**config.mk**
```make
export PLATFORM = sky130hd
export DESIGN_NAME = gps_acq_scheduler_flat
export DESIGN_NICKNAME = d
export VERILOG_FILES = /design/src/rtl/gps_acq_if.sv /design/src/rtl/gps_acq_scheduler.sv /design/src/flat_wrapper.sv
export SDC_FILE = /design/constraint.sdc
export NUM_CORES = 1
export LEC_CHECK = 0
export ABC_CLOCK_PERIOD_IN_PS = 6900
export BUFFER_PORTS_ARGS = -buffer_cell sky130_fd_sc_hd__buf_2
export CAP_MARGIN = 20
export CORE_ASPECT_RATIO = 0.9
export CORE_MARGIN = 2
export CORE_UTILIZATION = 59
export CTS_CLUSTER_DIAMETER = 50
export CTS_CLUSTER_SIZE = 20
export DETAILED_ROUTE_END_ITERATION = 6
export GPL_TIMING_DRIVEN = 0
export PLACE_DENSITY = 0.84
export SYNTH_ARGS = -nofsm -noshare
export SYNTH_HDL_FRONTEND = slang
export SYNTH_SLANG_ARGS = --single-unit
export TNS_END_PERCENT = 10
```
**constraint.sdc**
```tcl
create_clock -name clk -period 6.9 [get_ports clk]
set_input_delay 0 -clock clk [delete_from_list [all_inputs] [get_ports clk]]
set_output_delay 0 -clock clk [all_outputs]
set_load 0.02 [all_outputs]
```
**src/rtl/gps_acq_if.sv**
```systemverilog
// gps_acq_if -- signal bundle between the acquisition scheduler and its
// environment (receiver control, correlator engine, result sink).
//
// Control : start, abort, sat_first, sat_last, threshold -> scheduler
//           busy, done, err                                <- scheduler
// Engine  : eng_start, eng_sat, eng_delay, eng_doppler   <- scheduler
//           eng_done, eng_integrator                       -> scheduler
// Result  : res_valid, res_sat, res_delay, res_doppler,
//           res_peak, res_detect                           <- scheduler
//
// master = scheduler side, slave = environment side.
interface gps_acq_if;
    logic        start;
    logic        abort;
    logic [5:0]  sat_first;
    logic [5:0]  sat_last;
    logic [15:0] threshold;

    logic        eng_start;
    logic [5:0]  eng_sat;
    logic [9:0]  eng_delay;
    logic [31:0] eng_doppler;
    logic        eng_done;
    logic [15:0] eng_integrator;

    logic        res_valid;
    logic [5:0]  res_sat;
    logic [9:0]  res_delay;
    logic [31:0] res_doppler;
    logic [15:0] res_peak;
    logic        res_detect;

    logic        busy;
    logic        done;
    logic        err;

    modport master (
        input  start, abort, sat_first, sat_last, threshold,
        input  eng_done, eng_integrator,
        output eng_start, eng_sat, eng_delay, eng_doppler,
        output res_valid, res_sat, res_delay, res_doppler, res_peak, res_detect,
        output busy, done, err
    );

    modport slave (
        output start, abort, sat_first, sat_last, threshold,
        output eng_done, eng_integrator,
        input  eng_start, eng_sat, eng_delay, eng_doppler,
        input  res_valid, res_sat, res_delay, res_doppler, res_peak, res_detect,
        input  busy, done, err
    );
endinterface

```
**src/rtl/gps_acq_scheduler.sv**
```systemverilog
// gps_acq_scheduler -- walks PRN x Doppler bin x code phase, issuing one
// correlator job per point through a start/done handshake, keeps the
// strongest point per PRN and reports it with a threshold decision.
//
// Ports:
//   clk  : system clock
//   rst  : synchronous, active-low reset
//   bus  : gps_acq_if.master (control, engine handshake, results, status)
//
// Parameters: DOPPLER_BINS (1..255), DOPPLER_BASE (NCO word of bin 0),
// DOPPLER_STEP (NCO increment per bin), TIMEOUT (max WAIT cycles per job).
module gps_acq_scheduler #(
    parameter int unsigned DOPPLER_BINS = 21,
    parameter logic [31:0] DOPPLER_BASE = 32'hFFF0_0000,
    parameter logic [31:0] DOPPLER_STEP = 32'h0001_0000,
    parameter int unsigned TIMEOUT      = 65535
) (
    input logic       clk,
    input logic       rst,
    gps_acq_if.master bus
);
    localparam logic [9:0]  LAST_DELAY = 10'd1022;
    localparam logic [7:0]  LAST_BIN   = 8'(DOPPLER_BINS - 1);
    localparam logic [15:0] LAST_WAIT  = 16'(TIMEOUT - 1);

    typedef enum logic [2:0] {IDLE, ISSUE, WAIT, REPORT, FINISH} state_t;

    typedef struct packed {
        logic [9:0]  delay;
        logic [31:0] doppler;
        logic [15:0] peak;
    } point_t;

    state_t      state, state_nx;
    logic [5:0]  sat;
    logic [5:0]  sat_last;
    logic [15:0] threshold;
    logic [9:0]  delay;
    logic [7:0]  bin;
    logic [31:0] doppler;
    point_t      best;
    logic [15:0] wait_cnt;
    logic        fin_hold;
    logic        err;

    logic cfg_ok, leave, accept, timed_out, prn_last_job;

    assign cfg_ok       = (bus.sat_first != 6'd0) && (bus.sat_last <= 6'd32) &&
                          (bus.sat_first <= bus.sat_last);
    assign leave        = (state != IDLE) && bus.abort;
    // abort wins over a simultaneous completion
    assign accept       = (state == WAIT) && bus.eng_done && !bus.abort;
    assign timed_out    = (wait_cnt == LAST_WAIT);
    assign prn_last_job = (delay == LAST_DELAY) && (bin == LAST_BIN);

    always_ff @(posedge clk) begin
        if (!rst) state <= IDLE;
        else      state <= state_nx;
    end

    always_comb begin
        state_nx = state;
        case (state)
            IDLE:    if (bus.start) state_nx = cfg_ok ? ISSUE : FINISH;
            ISSUE:   state_nx = WAIT;
            WAIT: begin
                if (bus.eng_done)   state_nx = prn_last_job ? REPORT : ISSUE;
                else if (timed_out) state_nx = FINISH;
            end
            REPORT:  state_nx = (sat == sat_last) ? FINISH : ISSUE;
            FINISH:  if (!fin_hold) state_nx = IDLE;
            default: state_nx = IDLE;
        endcase
        if (leave) state_nx = IDLE;

        bus.eng_start   = (state == ISSUE);
        bus.eng_sat     = sat;
        bus.eng_delay   = delay;
        bus.eng_doppler = doppler;
        bus.res_valid   = (state == REPORT);
        bus.res_sat     = sat;
        bus.res_delay   = best.delay;
        bus.res_doppler = best.doppler;
        bus.res_peak    = best.peak;
        bus.res_detect  = (state == REPORT) && (best.peak >= threshold);
        bus.busy        = (state != IDLE);
        // an invalid config parks one extra cycle in FINISH so done lands
        // two cycles after the start request
        bus.done        = (state == FINISH) && !fin_hold;
        bus.err         = err;
    end

    always_ff @(posedge clk) begin
        if (!rst) begin
            sat       <= '0;
            sat_last  <= '0;
            threshold <= '0;
            delay     <= '0;
            bin       <= '0;
            doppler   <= DOPPLER_BASE;
            best      <= '0;
            wait_cnt  <= '0;
            fin_hold  <= 1'b0;
            err       <= 1'b0;
        end else if (leave) begin
            fin_hold <= 1'b0;
        end else begin
            case (state)
                IDLE: if (bus.start) begin
                    sat_last  <= bus.sat_last;
                    threshold <= bus.threshold;
                    if (cfg_ok) begin
                        err     <= 1'b0;
                        sat     <= bus.sat_first;
                        bin     <= '0;
                        delay   <= '0;
                        doppler <= DOPPLER_BASE;
                        best    <= '0;
                    end else begin
                        err      <= 1'b1;
                        fin_hold <= 1'b1;
                    end
                end
                ISSUE: wait_cnt <= '0;
                WAIT: begin
                    if (accept) begin
                        // first job of a PRN seeds the best point; strict
                        // compare afterwards keeps the earliest of equal peaks
                        if ((bin == 8'd0 && delay == 10'd0) || bus.eng_integrator > best.peak)
                            best <= '{delay: delay, doppler: doppler, peak: bus.eng_integrator};
                        if (delay == LAST_DELAY) begin
                            delay <= '0;
                            if (bin != LAST_BIN) begin
                                bin     <= bin + 8'd1;
                                doppler <= doppler + DOPPLER_STEP;
                            end
                        end else begin
                            delay <= delay + 10'd1;
                        end
                    end else if (!bus.eng_done) begin
                        wait_cnt <= wait_cnt + 16'd1;
                        if (timed_out) err <= 1'b1;
                    end
                end
                REPORT: if (sat != sat_last) begin
                    sat     <= sat + 6'd1;
                    bin     <= '0;
                    delay   <= '0;
                    doppler <= DOPPLER_BASE;
                    best    <= '0;
                end
                FINISH:  fin_hold <= 1'b0;
                default: ;
            endcase
        end
    end
endmodule
```
**src/flat_wrapper.sv**
```systemverilog
// flat-port wrapper written by rule: the top's interface ports become plain ports
module gps_acq_scheduler_flat 
#(
    parameter int unsigned DOPPLER_BINS = 21,
    parameter logic [31:0] DOPPLER_BASE = 32'hFFF0_0000,
    parameter logic [31:0] DOPPLER_STEP = 32'h0001_0000,
    parameter int unsigned TIMEOUT      = 65535
)
  (clk, rst, bus_start, bus_abort, bus_sat_first, bus_sat_last, bus_threshold, bus_eng_done, bus_eng_integrator, bus_eng_start, bus_eng_sat, bus_eng_delay, bus_eng_doppler, bus_res_valid, bus_res_sat, bus_res_delay, bus_res_doppler, bus_res_peak, bus_res_detect, bus_busy, bus_done, bus_err);
  gps_acq_if bus_i ();
  input logic clk;
  input logic rst;
  input wire logic [$bits(bus_i.start)-1:0] bus_start;
  input wire logic [$bits(bus_i.abort)-1:0] bus_abort;
  input wire logic [$bits(bus_i.sat_first)-1:0] bus_sat_first;
  input wire logic [$bits(bus_i.sat_last)-1:0] bus_sat_last;
  input wire logic [$bits(bus_i.threshold)-1:0] bus_threshold;
  input wire logic [$bits(bus_i.eng_done)-1:0] bus_eng_done;
  input wire logic [$bits(bus_i.eng_integrator)-1:0] bus_eng_integrator;
  output wire logic [$bits(bus_i.eng_start)-1:0] bus_eng_start;
  output wire logic [$bits(bus_i.eng_sat)-1:0] bus_eng_sat;
  output wire logic [$bits(bus_i.eng_delay)-1:0] bus_eng_delay;
  output wire logic [$bits(bus_i.eng_doppler)-1:0] bus_eng_doppler;
  output wire logic [$bits(bus_i.res_valid)-1:0] bus_res_valid;
  output wire logic [$bits(bus_i.res_sat)-1:0] bus_res_sat;
  output wire logic [$bits(bus_i.res_delay)-1:0] bus_res_delay;
  output wire logic [$bits(bus_i.res_doppler)-1:0] bus_res_doppler;
  output wire logic [$bits(bus_i.res_peak)-1:0] bus_res_peak;
  output wire logic [$bits(bus_i.res_detect)-1:0] bus_res_detect;
  output wire logic [$bits(bus_i.busy)-1:0] bus_busy;
  output wire logic [$bits(bus_i.done)-1:0] bus_done;
  output wire logic [$bits(bus_i.err)-1:0] bus_err;
  assign bus_i.start = bus_start;
  assign bus_i.abort = bus_abort;
  assign bus_i.sat_first = bus_sat_first;
  assign bus_i.sat_last = bus_sat_last;
  assign bus_i.threshold = bus_threshold;
  assign bus_i.eng_done = bus_eng_done;
  assign bus_i.eng_integrator = bus_eng_integrator;
  assign bus_eng_start = bus_i.eng_start;
  assign bus_eng_sat = bus_i.eng_sat;
  assign bus_eng_delay = bus_i.eng_delay;
  assign bus_eng_doppler = bus_i.eng_doppler;
  assign bus_res_valid = bus_i.res_valid;
  assign bus_res_sat = bus_i.res_sat;
  assign bus_res_delay = bus_i.res_delay;
  assign bus_res_doppler = bus_i.res_doppler;
  assign bus_res_peak = bus_i.res_peak;
  assign bus_res_detect = bus_i.res_detect;
  assign bus_busy = bus_i.busy;
  assign bus_done = bus_i.done;
  assign bus_err = bus_i.err;
  gps_acq_scheduler #(.DOPPLER_BINS(DOPPLER_BINS), .DOPPLER_BASE(DOPPLER_BASE), .DOPPLER_STEP(DOPPLER_STEP), .TIMEOUT(TIMEOUT)) u_core (.clk(clk), .rst(rst), .bus(bus_i));
endmodule
```
* After elaboration in Yosys (flattened, before gate mapping)
Cells that the tools add are included.
Storage, ports and cells: bits of input ports 49, register bits after elaboration 157, word-level logic and storage cells 129, output and inout bits 118
Operators by class: reductions and logical operators 32, mux-type cells 50, bitwise operators 2, eq/ne operators 23, add/sub/neg operators 5, $lt $le $gt $ge 4
Operators with widths (number):
- 2-to-1 mux 58 bit | 5
- 2-to-1 mux 32 bit | 6
- case mux 58 bit (3 select lines) | 1
- case mux 32 bit (3 select lines) | 1
- 2-to-1 mux 10 bit | 5
- 2-to-1 mux 8 bit | 6
- adder 32 x 17 -> 32 bit (second input constant) | 1
- 2-to-1 mux 16 bit | 2
- case mux 16 bit (2 select lines) | 1
- case mux 10 bit (3 select lines) | 1
- case mux 8 bit (3 select lines) | 1
- 2-to-1 mux 3 bit | 6
- 2-to-1 mux 6 bit | 3
- adder 16 x 1 -> 16 bit (second input constant) | 1
- equality test 16 bit (second input constant) | 1
- greater-or-equal comparator 16 bit | 1
- > comparator 16 bit | 1
- inequality test 2 bit (second input constant) | 8
- case mux 3 bit (5 select lines) | 1
- case mux 6 bit (2 select lines) | 1
- AND reduction 6 bit | 2
- adder 10 x 1 -> 10 bit (second input constant) | 1
- equality test 10 bit (second input constant) | 1
- zero test 10 bit | 1
- 31 further kinds | 58

* Logic depth before layout (Yosys ltp)
depth in word-level cells 6, depth in mapped cells 11

* Worst setup path after synthesis
Ideal clock, no wire load.
path type register to register, start reg u_core.state[1], end reg u_core.best, in the netlist u_core.bus.res_doppler[26], setup time 0.121 ns, arrival 2.318 ns, stages on the path, launching flop included 10, period minus slack after synthesis 2.439 ns, path slack 4.461 ns, cell sequence dfxtp_1 buf_2 nand2_1 or2_1 clkinv_1 and4_1 a2111o_1 buf_6 a31oi_4 mux2_4
On the way: elaborated cells on any way between the ends 16, those cells by class 7 x eq/ne; 1 x mux; 1 x bitwise; 7 x reduce/logical
RTL lines:
- from (decl) | RTL line gps_acq_scheduler.sv:34 | state_t state, state_nx;
- from (signal assigned) | RTL line gps_acq_scheduler.sv:58 | else state <= state_nx;
- equality test 3 x 2 -> 1 bit (*)
- named net bus_res_valid | RTL line flat_wrapper.sv:24 | output wire logic [$bits(bus_i.res_valid)-1:0] bus_res_valid;
- inequality test 2 x 1 -> 1 bit (no source line) or nonzero test 3 bit (tied branches)
- AND reduction 7 bit (no source line)
- to (signal assigned) | RTL line gps_acq_scheduler.sv:130 | best <= '{delay: delay, doppler: doppler, peak: bus.eng_integrator};
- to (decl) | RTL line gps_acq_scheduler.sv:41 | point_t best;
Mark *: on every way through the listed nets, which the timed path passes. The rest lies on a longest branch. A chain may end at the register's enable or synchronous reset.

* Worst setup path after layout
start in bus_sat_last[4], end reg u_core.doppler[21] (netlist: u_core.bus.eng_doppler[21])
On the way: longest elaborated chain between the ends 5, elaborated cells on any way between the ends 6, those cells by class 2 x order compare; 1 x eq/ne; 3 x reduce/logical
RTL lines:
- from (decl) | RTL line flat_wrapper.sv:16 | input wire logic [$bits(bus_i.sat_last)-1:0] bus_sat_last;
- <= comparator 6 bit | RTL line gps_acq_scheduler.sv:48 | assign cfg_ok = (bus.sat_first != 6'd0) && (bus.sat_last <= 6'd32) &&
- logical AND 1 bit | RTL line gps_acq_scheduler.sv:48
- logical AND 1 bit (*) | RTL line gps_acq_scheduler.sv:48
- inequality test 2 x 1 -> 1 bit (no source line) (*)
- AND reduction 8 bit (no source line) (*)
- to (signal assigned) | RTL line gps_acq_scheduler.sv:135 | doppler <= doppler + DOPPLER_STEP;
- to (decl) | RTL line gps_acq_scheduler.sv:40 | logic [31:0] doppler;
Every way passes the cells marked *; elsewhere a longest branch is shown, timed or not.

==> summary by stage <==
Timing
The total count of hold-check failures in the final report is 0. Setup repair after global routing left no endpoint under its margin. Static timing analysis puts the maximum clock frequency at 0.348 GHz. The post-layout minimum cycle time is 2.87 ns. Measured against its own limit, the worst slew margin works out to 47.7%. In the final timing run, aggregate negative setup slack is 0 ns. Setup violations remaining at the end of the flow were counted as 0. Clock skew on the completed layout was measured at 0.00904 ns. At the pin with the least slew margin, the transition time is 0.782 ns. The worst path uses 41.6% of the clock period.

Setup slack on the critical path of the routed design comes to 4.03 ns. The max-slew violation total from the final report is 0.

Route
The count of antenna-violating nets left after detailed routing is 0. For this run, the detailed router's first-pass iteration total came to 7. Summing over every cut layer, the via total after detailed routing is 7023. The aggregate routed wire length is 19900 um. In this run, the number of DRC markers left after iteration 0 of detailed routing was 620. The routed wirelength normalized by instance count is 15.9 um. The detail-routed via count per cell is 5.60. The detailed-route DRC error count is 12.

Worst setup path
The cell at the slowest stage of the critical path is dlygate4sd3_1. The required arrival time at the worst endpoint is 7.16 ns. For this run, the slowest stage of the critical path takes 0.53 ns. The startpoint type of the worst setup path is an input pin. The critical path in this run is classified as in -> reg.

STA classifies the critical path endpoint as a flip-flop. The most numerous cell type found on the critical path is buf_2. The first element of the critical path is bus_sat_last[4].

The maximum net fanout on the critical path is 10. Broken down by cell family, the worst path's largest delay share belongs to compound AO/OA/AOI/OAI gates. In this run the critical register-to-register path is launched from u_core.state[1]$_SDFFE_PP0P_. The critical path goes through dlygate4sd3_1 > buf_2 > inv_1 > ha_1 > a21oi_1 > a21boi_0 > o32a_1 > a2111oi_4 > buf_2 > nand3_1 > nor4_1 > o21ai_0. The critical path contains buffers and inverters numbering 4 combined. For the worst setup path, the data arrival time is 3.13 ns.

CTS
The cell sitting at the root of the clock tree is a clkbuf_16. Clock latency on the worst-skew pair, taken at its later pin, is 0.41 ns. The number of clock buffers added by TritonCTS is 17. The count of instances resized after the clock tree is built is 0. The clock-pin slew on the worst setup and hold paths is 0.06 ns.

The number of setup buffers added after CTS is 0. The longest clock path from root to sink contains 2 buffers. The total number of H-tree levels is 4. For this design, the sink count on the clock tree is 125. The TritonCTS clock tree is yes.

Placed design
The final weighted congestion in routability-driven placement is 0.909. The total cell area at the placement stage is 7980 um2. Prior to clock tree synthesis, the placed netlist has a worst setup slack of 4.21 ns. Buffers placed on the I/O ports in this run total 134.

The post-DP HPWL is 13100 um.

Final layout
The layout-stage area growth over the synthesis result is 29.9%. Measured on the finished design, the core utilization comes to 79.1%. Leaving out fill and tap cells, the most frequent cells in the layout are buf_2, nand2_1, dfxtp_1.

The number of nets in the final layout is 1182. The number of antenna cells inserted is 0. The fraction of final layout cells with drive strength greater than 1 is 20.9%.

The most common cell after layout, fill and taps aside is buf_2. The final cell area excluding filler cells is 9080 um2.

Logic synthesis
The number of synthesized flops with an enable pin is 0. The area share of the largest cell type after synthesis is 35.8%. The mean instance size in the synthesized netlist is 8.16 um2. After synthesis, the netlist uses 58 different library cells. Summed over all instances, the cell type with the most area after synthesis is dfxtp_1.

The synthesis warning total is 0. The part of the Yosys area used for sequential elements is 35.8%. The post-synthesis instance area is 6990 um2. In the post-synthesis netlist, the biggest area contributors are dfxtp_1, ha_1, nand2_1. Synthesis inferred 125 register bits. The fraction of registers with async set or reset after synthesis is 0%. In the synthesized netlist the dominant register cell turns out to be dfxtp_1. The post-synthesis instance total is 857.

Flow run
Across the run, the number of max-cap violations was 0.

Pwr
The analysis attributes to cell leakage a power of 3.93 nW. Summing internal, switching and leakage power gives 2.06 mW. The worst-case vdd ir drop is 0.000178 V. For this design the ratio of total power to cell area is 227 nW/um2.

GRT
The global-route wire length before repair is 31000 um. The number of antenna violations at the first check in global routing is 0. The total global-route track usage is 30.4%. Global routing finished with a remaining overflow of 0.

The maximum number of pins on one net before global-route repair is 17. The via count of the first global-routing pass is 6393.

Run status
The flow ran to the end, but the final reports show violations. The final reports fail on DRC.

Floorplan
The core area is 11500 um2. The floorplan step defined a die boundary enclosing 12700 um2. The die extent in y is 107 um.

The number of placement rows is 37. The die extent in x is 119 um. The I/O pin total is 167. The initial utilization of the core area, before any placement, comes to 60.9%.

Hold path
The source of the worst hold timing path is bus_abort. The class of the tightest hold or removal check is in -> reg.
## Yosys cell counts (all sizes together) (3+ instances only)
cell / number
o32ai: 3
and4: 6
o31ai: 6
dfxtp: 125
nand4: 22
a21o: 8
nor3: 18
a31oi: 4
xnor2: 9
mux2i: 43
or4: 3
xor2: 28
nor4: 6
and2: 4
inv: 53
buf: 48
nand2b: 4
o21ai: 24
a21oi: 68
or3: 4
nor2: 55
and3: 6
clkbuf: 29
ha: 47
nor3b: 4
nand2: 133
nand3: 72
## path summary, 6_finish.rpt
check | to | slack, ns | cells past startpoint
hold / removal | u_core.wait_cnt[14]$_SDFFE_PN0P_ | 0.02 | 3
setup reg to reg | u_core.bus.eng_doppler[21]$_SDFFE_PN1P_ | 4.11 | 10
setup / recovery | u_core.bus.eng_doppler[21]$_SDFFE_PN1P_ | 4.03 | 12
hold reg to reg | u_core.bus.res_doppler[31]$_SDFFE_PN0P_ | 0.45 | 2
## tightest hold or removal path, delay by kind of cell
family / cells / cell delay, ns
AOI/OAI and AO/OA: 1 / 0.15
buffers and inverters: 1 / 0.13
and+or+nand+nor: 1 / 0.12
## sequential cells by signal, summed over array words and instances (netlist names)
name and flops:
u_core.bin 8, u_core.bus.eng_delay 10, u_core.bus.eng_doppler 16, u_core.bus.eng_sat 6, u_core.bus.err 1, u_core.bus.res_delay 10
u_core.bus.res_doppler 16, u_core.bus.res_peak 16, u_core.fin_hold 1, u_core.sat_last 6, u_core.state 3, u_core.threshold 16
u_core.wait_cnt 16
## per-stage QoR
stage	std cells	hold slack [ns]
after detailed placement	1178	0.246
after CTS	1255	0.0135
after global placement	1178	0.245
after global routing	1255	0.0442
after floorplan	888	0.136
final	1255	0.0238
## repair_timing
action / in CTS / in global routing
setup endpoints to repair: 0 / 0
endpoints found under the hold margin: 46 / 0
hold buffers: 45 / 0
## routing by layer
metal / track usage, % / vias to the layer above / routed length (um)
li1: - / 3348 / -
met2: 51.6 / 327 / 9470
met3: 5.83 / 67 / 1450
met4: 13.9 / 0 / 633
met5: 0 / - / 0
met1: 37.5 / 3281 / 8360
## cells by family (layout without fill, tap and decap cells)
logic type                 Yosys count  count (layout)  synth area share (%)
and+or+nand+nor                    343             343                  23.1
DFF                                125             125                  35.8
muxes                               44              44                  6.37
buffers and inverters              132             343                  10.3
other                                1              32                0.0536
AOI/OAI and AO/OA                  128             128                  11.4
xor gates and xnor gates            37              37                  4.63
adders and majority gates           47              47                  8.41
## where the power goes
group / switching, mW / leakage [nW] / internal, mW / total, mW
sequential: 0.0166 / 1.01 / 0.740 / 0.757
combinational: 0.189 / 2.62 / 0.128 / 0.318
clock: 0.338 / 0.300 / 0.650 / 0.988
## cell type report
cell class,instances,area (um2)
fillers,763,2400
well taps,156,195
flip-flops and latches,125,2500
repair buffers,179,1120
clock inverters,14,218
multi-input cells,631,3890
plain buffers,77,510
clock buffers,18,439
inverters,55,206
Power figures use the tool's default switching activity.
